[config.mk]
export PLATFORM = sky130hd
export DESIGN_NAME = axis_fifo_pkt
export DESIGN_NICKNAME = d
export VERILOG_FILES = /design/src/rtl/noc_stream_pkg.sv /design/src/rtl/sdp_ram.sv /design/src/rtl/axis_fifo_pkt.sv
export SDC_FILE = /design/constraint.sdc
export NUM_CORES = 1
export LEC_CHECK = 0
export BUFFER_PORTS_ARGS = -buffer_cell sky130_fd_sc_hd__buf_2
export CAP_MARGIN = 20
export CORE_UTILIZATION = 50
export CTS_CLUSTER_DIAMETER = 200
export DETAILED_ROUTE_END_ITERATION = 16
export GPL_ROUTABILITY_DRIVEN = 0
export PLACE_DENSITY = 0.68
export SETUP_SLACK_MARGIN = 0.02
export SYNTH_ARGS = -nofsm -noshare
export SYNTH_HDL_FRONTEND = slang
export SYNTH_HIERARCHICAL = 1
export SYNTH_SLANG_ARGS = --single-unit
[constraint.sdc]
create_clock -name clk -period 5.4 [get_ports clk]
set_input_delay 0.54 -clock clk [delete_from_list [all_inputs] [get_ports clk]]
set_output_delay 0.54 -clock clk [all_outputs]
set_load 0.1 [all_outputs]
[src/rtl/noc_stream_pkg.sv]
// Shared types and width helpers for the NoC stream FIFOs (axis_fifo_pkt, sdp_ram).
package noc_stream_pkg;

  localparam int DEF_DATA_WIDTH = 32;
  localparam int DEF_DEPTH      = 8;

  // Default-width beat as stored in the FIFO: payload plus end-of-packet marker.
  typedef struct packed {
    logic [DEF_DATA_WIDTH-1:0] data;
    logic                      last;
  } entry_t;

  // Bits needed to hold an occupancy of 0..depth inclusive.
  function automatic int count_width(input int depth);
    return $clog2(depth + 1);
  endfunction

  // Bits needed to address depth entries (at least one bit).
  function automatic int addr_width(input int depth);
    return (depth > 1) ? $clog2(depth) : 1;
  endfunction

  // Width of one stored beat for a given payload width.
  function automatic int entry_width(input int data_width);
    return data_width + 1;
  endfunction

endpackage

[src/rtl/sdp_ram.sv]
// Simple dual-port storage: one write port, one read port with registered read data.
// A read of the address being written in the same cycle returns the new word.
module sdp_ram
  import noc_stream_pkg::*;
#(
  parameter int WIDTH = 33,
  parameter int DEPTH = 8
) (
  input  logic                        clk,
  input  logic                        rst,
  input  logic                        wr_en_i,
  input  logic [addr_width(DEPTH)-1:0] wr_addr_i,
  input  logic [WIDTH-1:0]            wr_data_i,
  input  logic                        rd_en_i,
  input  logic [addr_width(DEPTH)-1:0] rd_addr_i,
  output logic [WIDTH-1:0]            rd_data_o
);

  logic [WIDTH-1:0] mem_q [DEPTH];
  logic [WIDTH-1:0] rd_data_q;

  // Storage array write; contents are don't-care until written.
  always_ff @(posedge clk) begin
    if (wr_en_i) begin
      mem_q[wr_addr_i] <= wr_data_i;
    end
  end

  // Registered read with write-first bypass so a beat is visible one cycle after it is written.
  always_ff @(posedge clk) begin
    if (rst) begin
      rd_data_q <= '0;
    end else if (rd_en_i) begin
      if (wr_en_i && (wr_addr_i == rd_addr_i)) begin
        rd_data_q <= wr_data_i;
      end else begin
        rd_data_q <= mem_q[rd_addr_i];
      end
    end
  end

  assign rd_data_o = rd_data_q;

endmodule

[src/rtl/axis_fifo_pkt.sv]
// Parametrised AXI-Stream FIFO with occupancy flags and TLAST carry.
// Optional store-and-forward packet mode enabled by defining AXIS_FIFO_PKT_MODE_EN.
// The read-side head beat is the registered output of sdp_ram, addressed by the
// next read pointer, so s_tdata/s_tlast are registers and hold while stalled.
module axis_fifo_pkt
  import noc_stream_pkg::*;
#(
  parameter int DATA_WIDTH = 32,
  parameter int DEPTH      = 8,
  parameter int AFULL_TH   = 6,
  parameter int AEMPTY_TH  = 2
) (
  input  logic                          clk,
  input  logic                          rst,
  input  logic [DATA_WIDTH-1:0]         m_tdata,
  input  logic                          m_tlast,
  input  logic                          m_tvalid,
  output logic                          m_tready,
  output logic [DATA_WIDTH-1:0]         s_tdata,
  output logic                          s_tlast,
  output logic                          s_tvalid,
  input  logic                          s_tready,
  output logic [count_width(DEPTH)-1:0] count,
  output logic                          almost_full,
  output logic                          almost_empty
);

  localparam int AW = addr_width(DEPTH);
  localparam int CW = count_width(DEPTH);
  localparam int EW = entry_width(DATA_WIDTH);

  typedef struct packed {
    logic [DATA_WIDTH-1:0] data;
    logic                  last;
  } beat_t;

  logic [AW-1:0] wr_ptr_q, wr_ptr_d;
  logic [AW-1:0] rd_ptr_q, rd_ptr_d;
  logic [CW-1:0] count_q, count_d;
  logic          m_tready_q, m_tready_d;
  logic          s_tvalid_q, s_tvalid_d;
  logic          afull_q, afull_d;
  logic          aempty_q, aempty_d;
  logic          wr_fire_s, rd_fire_s;
  logic          rd_en_s;
  beat_t         wr_beat_s, rd_beat_s;
  logic [EW-1:0] rd_word_s;

  assign wr_fire_s = m_tvalid && m_tready_q;
  assign rd_fire_s = s_tvalid_q && s_tready;
  assign wr_beat_s = '{data: m_tdata, last: m_tlast};
  assign rd_beat_s = beat_t'(rd_word_s);
  // Only refresh the head register while something will be stored, so it holds its reset value when idle.
  assign rd_en_s   = (count_d != {CW{1'b0}});

  sdp_ram #(
    .WIDTH (EW),
    .DEPTH (DEPTH)
  ) u_ram (
    .clk       (clk),
    .rst       (rst),
    .wr_en_i   (wr_fire_s),
    .wr_addr_i (wr_ptr_q),
    .wr_data_i (wr_beat_s),
    .rd_en_i   (rd_en_s),
    .rd_addr_i (rd_ptr_d),
    .rd_data_o (rd_word_s)
  );

  // Pointer and occupancy next state; full/empty come from the count, never from pointer compare.
  always_comb begin
    wr_ptr_d = wr_ptr_q;
    rd_ptr_d = rd_ptr_q;
    count_d  = count_q;
    if (wr_fire_s) begin
      wr_ptr_d = wr_ptr_q + {{(AW-1){1'b0}}, 1'b1};
    end else begin
      wr_ptr_d = wr_ptr_q;
    end
    if (rd_fire_s) begin
      rd_ptr_d = rd_ptr_q + {{(AW-1){1'b0}}, 1'b1};
    end else begin
      rd_ptr_d = rd_ptr_q;
    end
    case ({wr_fire_s, rd_fire_s})
      2'b10:   count_d = count_q + {{(CW-1){1'b0}}, 1'b1};
      2'b01:   count_d = count_q - {{(CW-1){1'b0}}, 1'b1};
      default: count_d = count_q;
    endcase
  end

  // Flags are functions of the next count so they line up with the registered count.
  always_comb begin
    m_tready_d = (count_d != CW'(DEPTH));
    afull_d    = (count_d >= CW'(AFULL_TH));
    aempty_d   = (count_d <= CW'(AEMPTY_TH));
  end

`ifdef AXIS_FIFO_PKT_MODE_EN
  logic [CW-1:0] pkt_cnt_q, pkt_cnt_d;
  logic          pkt_rel_q, pkt_rel_d;

  // Complete-packet count and oversize-release tracking for store-and-forward.
  always_comb begin
    pkt_cnt_d = pkt_cnt_q;
    pkt_rel_d = pkt_rel_q;
    case ({wr_fire_s && m_tlast, rd_fire_s && rd_beat_s.last})
      2'b10:   pkt_cnt_d = pkt_cnt_q + {{(CW-1){1'b0}}, 1'b1};
      2'b01:   pkt_cnt_d = pkt_cnt_q - {{(CW-1){1'b0}}, 1'b1};
      default: pkt_cnt_d = pkt_cnt_q;
    endcase
    // A full FIFO holding no complete packet can never finish one: let it drain cut-through.
    if (rd_fire_s && rd_beat_s.last) begin
      pkt_rel_d = 1'b0;
    end else if ((count_d == CW'(DEPTH)) && (pkt_cnt_d == {CW{1'b0}})) begin
      pkt_rel_d = 1'b1;
    end else begin
      pkt_rel_d = pkt_rel_q;
    end
    s_tvalid_d = (count_d != {CW{1'b0}}) && ((pkt_cnt_d != {CW{1'b0}}) || pkt_rel_d);
  end

  // Packet-mode state registers.
  always_ff @(posedge clk) begin
    if (rst) begin
      pkt_cnt_q <= {CW{1'b0}};
      pkt_rel_q <= 1'b0;
    end else begin
      pkt_cnt_q <= pkt_cnt_d;
      pkt_rel_q <= pkt_rel_d;
    end
  end
`else
  // Cut-through: the head beat is offered as soon as anything is stored.
  always_comb begin
    s_tvalid_d = (count_d != {CW{1'b0}});
  end
`endif

  // Control and flag registers.
  always_ff @(posedge clk) begin
    if (rst) begin
      wr_ptr_q   <= {AW{1'b0}};
      rd_ptr_q   <= {AW{1'b0}};
      count_q    <= {CW{1'b0}};
      m_tready_q <= 1'b1;
      s_tvalid_q <= 1'b0;
      afull_q    <= 1'b0;
      aempty_q   <= 1'b1;
    end else begin
      wr_ptr_q   <= wr_ptr_d;
      rd_ptr_q   <= rd_ptr_d;
      count_q    <= count_d;
      m_tready_q <= m_tready_d;
      s_tvalid_q <= s_tvalid_d;
      afull_q    <= afull_d;
      aempty_q   <= aempty_d;
    end
  end

  assign m_tready     = m_tready_q;
  assign s_tvalid     = s_tvalid_q;
  assign s_tdata      = rd_beat_s.data;
  assign s_tlast      = rd_beat_s.last;
  assign count        = count_q;
  assign almost_full  = afull_q;
  assign almost_empty = aempty_q;

endmodule

# Yosys cells after proc, flatten, opt, wreduce, memory -nomap -nowiden
# Memories as Yosys holds them, arrays and structs flattened. A register that Yosys moved wholly into a read port is not among the register bits.
# Cells that the tools add are included.
# Widths: inputs -> output; s select.
[op_classes] addsub=4 order_cmp=2 n_eq_ne=3 mux=4 n_reduce_logical=3
[ops] cell="$pmux 4 s2" count=1
[ops] cell="$add 3x1->3 const B" count=2
[ops] cell="$add 4x1->4 const B" count=1
[ops] cell="$ge 4x3->1 const B" count=1
[ops] cell="$le 4x2->1 const B" count=1
[ops] cell="$ne 4x4->1 const B" count=1
[ops] cell="$reduce_bool 4->1" count=1
[ops] cell="$sub 4x1->4 const B" count=1
[ops] cell="$mux 3" count=1
[ops] cell="$eq 2x1->1 const B" count=1
[ops] cell="$eq 2x2->1 const B" count=1
[ops] cell="$logic_and 1x1->1" count=2
[ops] cell="$mux 1" count=2
[totals] reg_bits=14 ram_bits=264 in_bits=37 out_inout_bits=41 elab_cells=24 mem_count=1
[memory_table] memory="u_ram.mem_q" depth=8 word_bits=33 read_ports=1 rd_clocked_by_memory_dff=1 wr=1 line_no="sdp_ram.sv:19" rtl="logic [WIDTH-1:0] mem_q [DEPTH];"

# Depth between registers and ports, before layout
# Gate-level depths: netlist of run 1.
[depth] ltp_word=4 ltp_mapped=15

# Modules after synthesis
# The synthesis of run 1 kept the hierarchy.
[modules_own_cells] mod="sdp_ram" n_inst=1 cells_each=569 area_per_inst_um2=11269.6
[modules_own_cells] mod="axis_fifo_pkt" n_inst=1 cells_each=74 area_per_inst_um2=688.2

# Worst setup path before layout of run 1
# Ideal clock, no wire load.
[synth_timing] path_type="register -> register" start="register m_tready_q, in the netlist m_tready" end="memory u_ram.mem_q[0][0] (enable)" setup_ps=464 arrival_ps=3817 setup_slack_ps=1118 path_stages_with_launch=5 n_path_buf=0 synth_period_minus_slack_ps=4282 cell_sequence="dfxtp_1 nand2_1 inv_1 nand2b_1 nor3_1"
[synth_via] elab_chain_cells=3
[synth_rtl] item="start, declared" line_no="axis_fifo_pkt.sv:40" rtl="logic m_tready_q, m_tready_d;"
[synth_rtl] item="start signal, assigned" line_no="axis_fifo_pkt.sv:154" rtl="m_tready_q <= m_tready_d;"
[synth_rtl] item="$logic_and 1x1->1" line_no="axis_fifo_pkt.sv:49" rtl="assign wr_fire_s = m_tvalid && m_tready_q;"
[synth_rtl] item="net wr_fire_s" line_no="axis_fifo_pkt.sv:44" rtl="logic wr_fire_s, rd_fire_s;"
[synth_rtl] item="$mux 1" line_no="sdp_ram.sv:24" rtl="if (wr_en_i) begin"
[synth_rtl] item="$mux 1 (implied by the code)" line_no="sdp_ram.sv:25" rtl="mem_q[wr_addr_i] <= wr_data_i;"
[synth_rtl] item="end, declared" line_no="sdp_ram.sv:19"
# The timed path passes the listed nets, and every way through them passes these cells.

# Final worst setup path of run 1
[layout_timing] start="register s_tvalid_q, in the netlist s_tvalid" end="register u_ram.rd_data_q[8], in the netlist u_ram/rd_data_o[8] (read register of u_ram.mem_q)"
[layout_via] elab_chain_cells=4 word_cells_on_any_way=6 classes_between="2 x eq/ne; 2 x mux; 2 x reduce/logical"
[layout_rtl] item="start, declared" line_no="axis_fifo_pkt.sv:41" rtl="logic s_tvalid_q, s_tvalid_d;"
[layout_rtl] item="start signal, assigned" line_no="axis_fifo_pkt.sv:155" rtl="s_tvalid_q <= s_tvalid_d;"
[layout_rtl] item="$logic_and 1x1->1 *" line_no="axis_fifo_pkt.sv:50" rtl="assign rd_fire_s = s_tvalid_q && s_tready;"
[layout_rtl] item="$eq 2x1->1 / $eq 2x2->1 (equally long branches)" line_no="axis_fifo_pkt.sv:85" rtl="case ({wr_fire_s, rd_fire_s})"
[layout_rtl] item="$pmux 4 s2 *" line_no="axis_fifo_pkt.sv:85"
[layout_rtl] item="$reduce_bool 4->1 *" line_no="axis_fifo_pkt.sv:54" rtl="assign rd_en_s = (count_d != {CW{1'b0}});"
[layout_rtl] item="net rd_en_s" line_no="axis_fifo_pkt.sv:45" rtl="logic rd_en_s;"
[layout_rtl] item="end, declared" line_no="sdp_ram.sv:20" rtl="logic [WIDTH-1:0] rd_data_q;"
# The timed path passes the listed nets; every way through them passes the cells marked *.
# A chain may end at the register's enable or synchronous reset.

==> impl_metrics.yaml, run 1 <==
outcome:
  status: "completed"
hold_path:
  worstHoldEndpoint: "u_ram/mem_q[5][23]$_DFFE_PP_"
  hold_path.class: "input port to flop"
  whs_path_depth: 1
  min_from: "m_tdata[22]"
die:
  die_x_um: 156.6
  die_h_um: 156.6
  initial_core_util_pct: 50.94
  dieArea_mm2: 0.02454
  core_area_mm2: 0.02347
  ios: 78
  placementRows: 56
drt:
  detail_route.iter0.violations: 442
  wl_mm: 24.83
  via_per_inst: 5.802
  antenna_left: 0
  wire_per_inst_um: 23.03
  drcViolationCount: 0
  vias: 6255
  detail_route.first_pass.iterations: 5
timing:
  tns_ps: 0
  fin_worst_skew_ps: 6.475
  final_max_slew_viol_count: 0
  rsz0062_at_grt: "false"
  finalCriticalPeriod_ps: 3762
  finalHoldViolCount: 0
  fmax_ghz: 0.2659
  finalSetupViolCount: 0
  fin_crit_sh_pct: 69.66
  worst_pin_slew_ps: 934.9
  slew-limit-headroom_pct: 37.60
critical_path:
  critPathRequiredTime_ps: 5860
  critPathArrivalTime_ps: 4220
  cp_slowest_cell: "nor2_2"
  worstSetupPathType: "flop to flop"
  max_stage_delay_ps: 770
  reg2reg_from: "s_tvalid$_SDFF_PP0_"
  critPathMaxFanout: 19
  startpoint_type: "flop"
  cp-end-kind: "flop"
  regToRegSetupSlack_ps: 1640
  r2r_cells: 14
  r2r_end: "u_ram/rd_data_o[8]$_SDFFE_PP0P_"
  crit_chain: "nand2_1, inv_1, ha_1, xor2_1, ha_1, a21oi_2, mux2i_1, xor2_1, o21a_2, nand2_1, nor2_2, buf_4, a22oi_1, o21ai_0"
clocking:
  cts_buffer_depth: 3
  cts_max_level: 1
  cts_hold_buffers: 0
  clk_pin_slew_worst_paths_ps: 60
  clk_latency_ps: 540
  cts_buffers: 31
  post-cts-setup-buffers: 0
  cts_root_buffer: "clkbuf_16"
  cts_num_sinks: 311
  cts_resized: 0
  cts_tree: "yes"
global_route:
  grt_pass1_wl_mm: 38.15
  grt_usage_pct: 21.03
  grt_max_degree: 51
  antenna_found_initial: 2
  grt.overflow.total: 0
  grt_pass1_vias: 6644
placement:
  placed_cell_area_mm2: 0.01274
  post-dp-hpwl_mm: 14.09
  io_buffer_count: 77
final_layout:
  nNetsFinal: 777
  area_growth_pct: 15.06
  fin_area_mm2: 0.01376
  drive_gt1_share_pct: 32.19
  fill_cells: 1751
synth:
  synth_edf_count: 264
  synth_area_mm2: 0.01196
  postSynthNetCount: 685
  synth-seq-cells: 311
  synthCells: 643
  syn_avg_cell_area_um2: 18.60
  ys_types: 38
  async_flop_share_pct: 0
  ys_seq_area_share_pct: 74.17
  ys.flop_type: "edfxtp_1"
  synth_warnings: 6
pwr:
  pwr-share-clk_pct: 29.2
  ir_worst_vdd_uv: 387.7
  leakage_nw: 4.582
  power_switching_share_pct: 34.23
  p_switching_w: 0.002466
  pwr-share-seq_pct: 40.7
  pwr-share-comb_pct: 30.1
  p_int_w: 0.004737
  powerDensity_mw_per_mm2: 523.5
job:
  maxCapViolations: 0
==> placed cells by master, fill, tap and decap left out, types with 4 or more instances in the layout <==
| master | netlist | routed |
|---|---|---|
| edfxtp_1 | 264 | 264 |
| buf_2 | 18 | 77 |
| mux2_2 | 55 | 55 |
| dfxtp_1 | 47 | 47 |
| mux4_2 | 36 | 36 |
| clkbuf_16 | 0 | 31 |
| o22ai_1 | 27 | 27 |
| mux2i_1 | 23 | 23 |
| a22oi_1 | 19 | 19 |
| buf_4 | 3 | 18 |
| o21ai_0 | 16 | 16 |
| a221o_1 | 15 | 15 |
| nor3_1 | 15 | 13 |
| nand2_1 | 12 | 12 |
| nor2_1 | 16 | 9 |
| clkbuf_1 | 10 | 9 |
| xor2_1 | 8 | 8 |
| nor2b_1 | 8 | 8 |
| nand2b_1 | 7 | 7 |
| nor2_4 | 0 | 6 |
| ha_1 | 5 | 5 |
| clkinv_1 | 0 | 5 |
| inv_1 | 4 | 4 |
| o21ai_1 | 4 | 4 |
| bufinv_16 | 0 | 4 |
==> state kept, by name, summed over array words and instances, names as in the netlist <==
name             count
s_tvalid             1
u_ram/rd_data_o     33
rd_ptr_q             3
count                4
wr_ptr_q             3
m_tready             1
u_ram/mem_q        264
almost_full          1
almost_empty         1
==> cell type report <==
cell class,instances,area [um^2],share of cell area (%)
sequential,311,8869,64.46
multi-input combinational,292,2940,21.37
clock buffer,43,850.8,6.184
timing repair buffer,95,520.5,3.783
tap,319,399.1,2.901
clock inverter,13,161.4,1.173
inverter,4,15.01,0.1091
antenna,1,2.502,0.01819
==> metrics by stage <==
stage | util (%) | power, W | instances | hold slack, ps | worst slack, ps
5_1_grt | 58.61 | 0.007463 | 1078 | 265.4 | 1406
6_report | 58.61 | 0.007203 | 1078 | 279.1 | 1638
4_1_cts | 58.60 | 0.007255 | 1077 | 260.5 | 1662
2_1_floorplan | - | 0.004706 | 643 | 520.1 | 1118
3_3_place_gp | 54.29 | 0.005098 | 1021 | 456.6 | 1591
3_5_place_dp | 54.29 | 0.005147 | 1021 | 464.8 | 1394
==> synthesized netlist by cell type, types with 2 or more instances <==
library cell    n  area share, %
edfxtp_1      264             66
mux2_2         55            5.2
dfxtp_1        47            7.9
mux4_2         36            6.8
o22ai_1        27            1.4
mux2i_1        23            1.9
a22oi_1        19            1.2
buf_2          18           0.75
nor2_1         16           0.50
o21ai_0        16           0.67
a221o_1        15            1.3
nor3_1         15           0.63
nand2_1        12           0.38
clkbuf_1       10           0.31
nor2b_1         8           0.42
xor2_1          8           0.59
nand2b_1        7           0.37
buf_6           5           0.47
ha_1            5           0.52
inv_1           4           0.13
o21ai_1         4           0.17
a2111oi_0       3           0.22
a211oi_1        3           0.19
a21oi_1         3           0.13
buf_4           3           0.19
nand3b_1        2           0.13
nor3b_1         2           0.13
or2_1           2           0.10
xnor2_1         2           0.15
==> worst max-delay path: cells and delay by family, from the launching register on <==
family / cells / cell delay (ps)
and+or+nand+nor: 3 / 1040
AOI/OAI and AO/OA: 4 / 580
buffers and inverters: 2 / 550
xor gates and xnor gates: 2 / 510
adders and majority gates: 2 / 460
DFF: 1 / 320
muxes: 1 / 250
==> how the worst max path moves through the flow <==
stage / from / cells after the start / to
after CTS: s_tvalid$_SDFF_PP0_ / 14 / u_ram/rd_data_o[8]$_SDFFE_PP0P_
final: s_tvalid$_SDFF_PP0_ / 14 / u_ram/rd_data_o[8]$_SDFFE_PP0P_
after floorplan: m_tready$_SDFF_PP1_ / 4 / u_ram/mem_q[0][0]$_DFFE_PP_
after global placement: s_tready / 15 / u_ram/rd_data_o[32]$_SDFFE_PP0P_
after global routing: s_tvalid$_SDFF_PP0_ / 14 / u_ram/rd_data_o[8]$_SDFFE_PP0P_
after detailed placement: s_tready / 15 / u_ram/rd_data_o[8]$_SDFFE_PP0P_
==> per-layer routing <==
metal	part of all wire [%]	GRT usage (%)	up-vias
met2	50	36.27	234
met4	2.0	5.789	2
met1	41	27.29	3189
met5	0.052	0	-
met3	6.1	3.960	48
li1	-	-	2782
==> kinds of logic after synthesis <==
family / synth area share, %
DFF: 74.17
muxes: 13.89
AOI/OAI and AO/OA: 5.692
and+or+nand+nor: 3.013
buffers and inverters: 1.852
xor gates and xnor gates: 0.8686
adders and majority gates: 0.5232
==> power groups by stage <==
stage	clock, W	sequential (W)	combinational, W
6_report	0.00210	0.00293	0.00217
5_1_grt	0.00223	0.00295	0.00228
4_1_cts	0.00214	0.00293	0.00218
3_5_place_dp	0	0.00297	0.00217
3_3_place_gp	0	0.00297	0.00213
2_1_floorplan	0	0.00369	0.00102
(Power assumes the default switching activity.)
==> run 2, diff against run 1 <==
- clock period: 5.4 -> 3.8 ns (I/O delays scaled with it)
==> run 2 against run 1 <==
Critical path depth is the same; design area rose by 0.64%; total power grew 44%; first-iteration DRC count grew 8.1%; non-clock buffer count up 5; sequential share of layout area decreased by 0.41 points.
==> impl_metrics.yaml, run 2 (same netlist as run 1, synthesis figures left out) <==
outcome:
  status: "completed"
final_layout:
  final_cell_mix: "edfxtp_1 (264), buf_2 (77), mux2_2 (55)"
  n_antenna_cell: 0
  fin_area_mm2: 0.01385
  drive_gt1_share_pct: 32.63
  final_common_cell: "edfxtp_1"
  area_growth_pct: 15.79
  post-route-util_pct: 58.99
  largest_reg_flops: 264
  regMostFlops: "u_ram/mem_q"
  nNetsFinal: 781
  fill_cells: 1760
timing:
  fin_crit_sh_pct: 88.45
  rsz0062_at_grt: "false"
  fmax_ghz: 0.2975
  finalCriticalPeriod_ps: 3361
  finalHoldViolCount: 0
  fin_worst_skew_ps: 6.800
  slew-limit-headroom_pct: 46.88
  tns_ps: 0
  worst_pin_slew_ps: 794.1
  final_max_slew_viol_count: 0
  finalSetupViolCount: 0
pwr:
  pwr-share-clk_pct: 29.8
  pwr-share-seq_pct: 40.0
  powerDensity_mw_per_mm2: 747.3
  ir_worst_vdd_uv: 579.1
  p_switching_w: 0.003515
  pwr-share-comb_pct: 30.1
  power_switching_share_pct: 33.97
  p_int_w: 0.006832
  leakage_nw: 4.620
global_route:
  grt_pass1_wl_mm: 37.30
  grt.overflow.total: 0
  grt_usage_pct: 20.60
  grt_pass1_vias: 6647
  antenna_found_initial: 1
  grt_max_degree: 72
job:
  maxCapViolations: 0
critical_path:
  regToRegSetupSlack_ps: 440
  worstSetupPathType: "flop to flop"
  startpoint_type: "flop"
  cp-end-kind: "flop"
  critPathArrivalTime_ps: 3800
  critPathRequiredTime_ps: 4240
  critPathMaxFanout: 12
clocking:
  cts_max_level: 1
  cts_tree: "yes"
  cts_buffer_depth: 3
  cts_root_buffer: "clkbuf_16"
  post-cts-setup-buffers: 0
  clk_latency_ps: 550
  cts_hold_buffers: 0
  cts_buffers: 30
  cts_num_sinks: 311
  clk_pin_slew_worst_paths_ps: 60
  cts_resized: 0
drt:
  detail_route.iter0.violations: 478
  wire_per_inst_um: 22.78
  detail_route.first_pass.iterations: 5
  vias: 6234
  antenna_left: 0
  via_per_inst: 5.762
  drcViolationCount: 0
  wl_mm: 24.65
die:
  dieArea_mm2: 0.02454
  die_x_um: 156.6
  ios: 78
  placementRows: 56
  core_area_mm2: 0.02347
  initial_core_util_pct: 50.94
  die_h_um: 156.6
hold_path:
  hold_path.class: "input port to flop"
placement:
  io_buffer_count: 77
  placed_cell_area_mm2: 0.01280
  post-dp-hpwl_mm: 13.38
-- run 2: cell type report --
class | count | area (um^2) | area share, %
sequential | 311 | 8869 | 64.05
multi-input combinational | 292 | 2958 | 21.36
clock buffer | 44 | 854.6 | 6.172
timing repair buffer | 100 | 570.5 | 4.121
tap | 319 | 399.1 | 2.883
clock inverter | 12 | 180.2 | 1.301
inverter | 4 | 15.01 | 0.1084
-- run 2: layer usage --
layer | routed length, um | part of all wire, % | global-route usage, % | vias to the layer above
met2 | 12550 | 51 | 36.42 | 196
met1 | 10090 | 41 | 25.82 | 3201
met4 | 541 | 2.2 | 6.162 | 2
met5 | 11 | 0.045 | 0 | -
li1 | - | - | - | 2786
met3 | 1460 | 5.9 | 3.766 | 49
-- run 2: critical path, cell delays in order (launching register included) --
cell and delay [ps]:
dfxtp_1 320, nand2_1 130, ha_1 290, xor2_1 180
ha_1 210, a21oi_2 130, mux2i_1 240, xor2_1 320
o21a_2 220, nand2_1 120, nor2b_1 210, o41ai_4 160
buf_4 350, a2111oi_0 100, a221o_1 280
-- run 2: worst paths after layout --
kind | start | endpoint | cells after the start
max reg2reg | m_tready$_SDFF_PP1_ | u_ram/rd_data_o[6]$_SDFFE_PP0P_ | 14
min | m_tdata[19] | u_ram/mem_q[3][20]$_DFFE_PP_ | 1
max | m_tready$_SDFF_PP1_ | u_ram/rd_data_o[6]$_SDFFE_PP0P_ | 14
min reg2reg | u_ram/rd_data_o[14]$_SDFFE_PP0P_ | u_ram/rd_data_o[14]$_SDFFE_PP0P_ | 2
-- run 2: metrics by stage --
| stage | std cells | hold slack, ps | worst slack [ps] | total power, W |
|---|---|---|---|---|
| after floorplan | 643 | 451.6 | 224.4 | 0.006687 |
| final | 1082 | 115.5 | 438.8 | 0.01035 |
| after detailed placement | 1025 | 467.1 | 6.970 | 0.007345 |
| after global placement | 1025 | 457.2 | 225.1 | 0.007279 |
| after CTS | 1081 | 93.08 | 139.6 | 0.01042 |
| after global routing | 1082 | 109.5 | 235.0 | 0.01070 |
-- run 2: power by group through the flow --
| stage | combinational [W] | clock, W | sequential, W |
|---|---|---|---|
| 2_1_floorplan | 0.00145 | 0 | 0.00524 |
| 3_3_place_gp | 0.00307 | 0 | 0.00420 |
| 3_5_place_dp | 0.00313 | 0 | 0.00422 |
| 4_1_cts | 0.00313 | 0.00314 | 0.00415 |
| 5_1_grt | 0.00327 | 0.00326 | 0.00417 |
| 6_report | 0.00312 | 0.00309 | 0.00414 |
==> run 3, diff against run 2 <==
- CORE_ASPECT_RATIO: unset -> 0.75
==> run 3 against run 2 <==
Total power shrank 3.0%; core utilization is essentially flat; via count is essentially flat; clock-buffer cell count grew 1; combinational power is essentially flat; sequential power is essentially flat; sequential share of layout area grew 0.68 points; non-clock buffer count shrank 1; setup slack gained 110 ps; global-route usage shrank 0.33 points.
==> impl_metrics.yaml, run 3 (same netlist as run 1, synthesis figures left out) <==
outcome:
  status: "completed"
drt:
  via_per_inst: 5.885
  antenna_left: 0
  wl_mm: 24.48
  detail_route.iter0.violations: 560
  drcViolationCount: 0
  vias: 6232
  detail_route.first_pass.iterations: 4
  wire_per_inst_um: 23.11
final_layout:
  multi_input_area_mm2: 0.002953
  final_cell_mix: "edfxtp_1 (264), buf_2 (77), mux2_2 (55)"
  n_antenna_cell: 0
  area_growth_pct: 14.57
  final_common_cell: "edfxtp_1"
  fill_cells: 1722
  largest_reg_flops: 264
  seq_area_mm2: 0.008869
  regMostFlops: "u_ram/mem_q"
  nNetsFinal: 779
  drive_gt1_share_pct: 32.28
critical_path:
  startpoint_type: "flop"
  critPathArrivalTime_ps: 3670
  worst-path-stages: 15
  reg2reg_from: "s_tvalid$_SDFF_PP0_"
  crit_chain: "nand2_1, inv_1, ha_1, xor2_1, ha_1, a21oi_2, mux2i_1, xor2_1, o21a_2, nand2_1, nor2b_1, o41ai_4, buf_6, nor3_1, a221o_1"
  cp-endpoint: "u_ram/rd_data_o[21]$_SDFFE_PP0P_"
  critPathMaxFanout: 10
  worstSetupPathType: "flop to flop"
  r2r_cells: 15
  max_stage_delay_ps: 310
  crit_path_start: "s_tvalid$_SDFF_PP0_"
  cp_slowest_cell: "xor2_1"
  crit_family: "compound AO/OA/AOI/OAI gates"
  regToRegSetupSlack_ps: 540
  r2r_end: "u_ram/rd_data_o[21]$_SDFFE_PP0P_"
  cp_num_buf_inv: 2
  cp-end-kind: "flop"
  critPathRequiredTime_ps: 4220
timing:
  fin_worst_skew_ps: 15.24
  tns_ps: 0
  final_max_slew_viol_count: 0
  finalSetupViolCount: 0
  rsz0062_at_grt: "false"
  fin_crit_sh_pct: 85.67
  finalCriticalPeriod_ps: 3255
  worst_pin_slew_ps: 831.6
  fmax_ghz: 0.3072
  slew-limit-headroom_pct: 44.37
  finalHoldViolCount: 0
hold_path:
  hold_path.class: "input port to flop"
  min_from: "m_tdata[20]"
global_route:
  grt_pass1_vias: 6227
  grt_max_degree: 72
  grt_usage_pct: 20.27
  grt_pass1_wl_mm: 37.21
  antenna_found_initial: 1
  grt.overflow.total: 0
pwr:
  leakage_nw: 4.556
  ir_worst_vdd_uv: 514.3
  powerDensity_mw_per_mm2: 732.4
  power.total_w: 0.01003
die:
  die_x_um: 180.6
  dieArea_mm2: 0.02454
  ios: 78
  placementRows: 48
  core_area_mm2: 0.02324
  die_h_um: 135.9
  initial_core_util_pct: 51.45
clocking:
  cts_tree: "yes"
  cts_buffers: 29
  clk_pin_slew_worst_paths_ps: 60
  cts_buffer_depth: 3
  cts_root_buffer: "clkbuf_16"
  cts_num_sinks: 311
  cts_max_level: 1
  clk_latency_ps: 540
placement:
  io_buffer_count: 77
  post-dp-hpwl_mm: 13.70
job:
  maxCapViolations: 0
[run 3: final cells by class]
cell class | count | share of cell area, %
flip-flops and latches | 311 | 64.74
multi-input cells | 292 | 21.55
clock buffers | 45 | 5.882
repair buffers | 99 | 4.320
well taps | 300 | 2.740
clock inverters | 8 | 0.6576
inverters | 4 | 0.1096
[run 3: worst min-delay path by stage]
| stage | end | cells after the start |
|---|---|---|
| finish | u_ram/mem_q[3][21]$_DFFE_PP_ | 1 |
| CTS | u_ram/mem_q[2][21]$_DFFE_PP_ | 1 |
| floorplan | rd_ptr_q[0]$_SDFF_PP0_ | 1 |
| global route | u_ram/mem_q[3][21]$_DFFE_PP_ | 1 |
| detailed placement | u_ram/rd_data_o[14]$_SDFFE_PP0P_ | 2 |
| global placement | u_ram/rd_data_o[19]$_SDFFE_PP0P_ | 2 |
[run 3: stage by stage]
step | std cells | utilization, % | instance area (um^2) | setup slack [ps] | hold slack [ps]
4_1_cts | 1058 | 58.91 | 13690 | 258.8 | 111.5
6_report | 1059 | 58.94 | 13700 | 544.6 | 125.5
2_1_floorplan | 643 | - | 11970 | 224.4 | 451.6
3_3_place_gp | 1004 | 55.01 | 12780 | 266.5 | 465.1
5_1_grt | 1059 | 58.94 | 13700 | 348.1 | 126.2
3_5_place_dp | 1005 | 55.05 | 12800 | 122.5 | 460.6
[run 3: where the power goes]
group          total [W]  internal, W  switching [W]
registers        0.00416      0.00400       0.000159
clock network    0.00275      0.00159        0.00116
logic            0.00313     0.000955        0.00217
total             0.0100      0.00654        0.00350
[run 3: routing by layer]
| layer | vias to the layer above | wire [um] | part of all wire (%) | global-route usage (%) |
|---|---|---|---|---|
| met4 | 2 | 313 | 1.3 | 3.704 |
| met1 | 3230 | 11240 | 46 | 28.92 |
| met2 | 180 | 11630 | 48 | 33.18 |
| li1 | 2791 | - | - | - |
| met3 | 29 | 1279 | 5.2 | 3.724 |
| met5 | - | 10 | 0.041 | 0 |
[run 3: repair_timing]
action / CTS / global route
hold buffers: 0 / 0
setup endpoints to repair: 0 / 1
resized for setup: 0 / 0
buffers inserted: 0 / 1
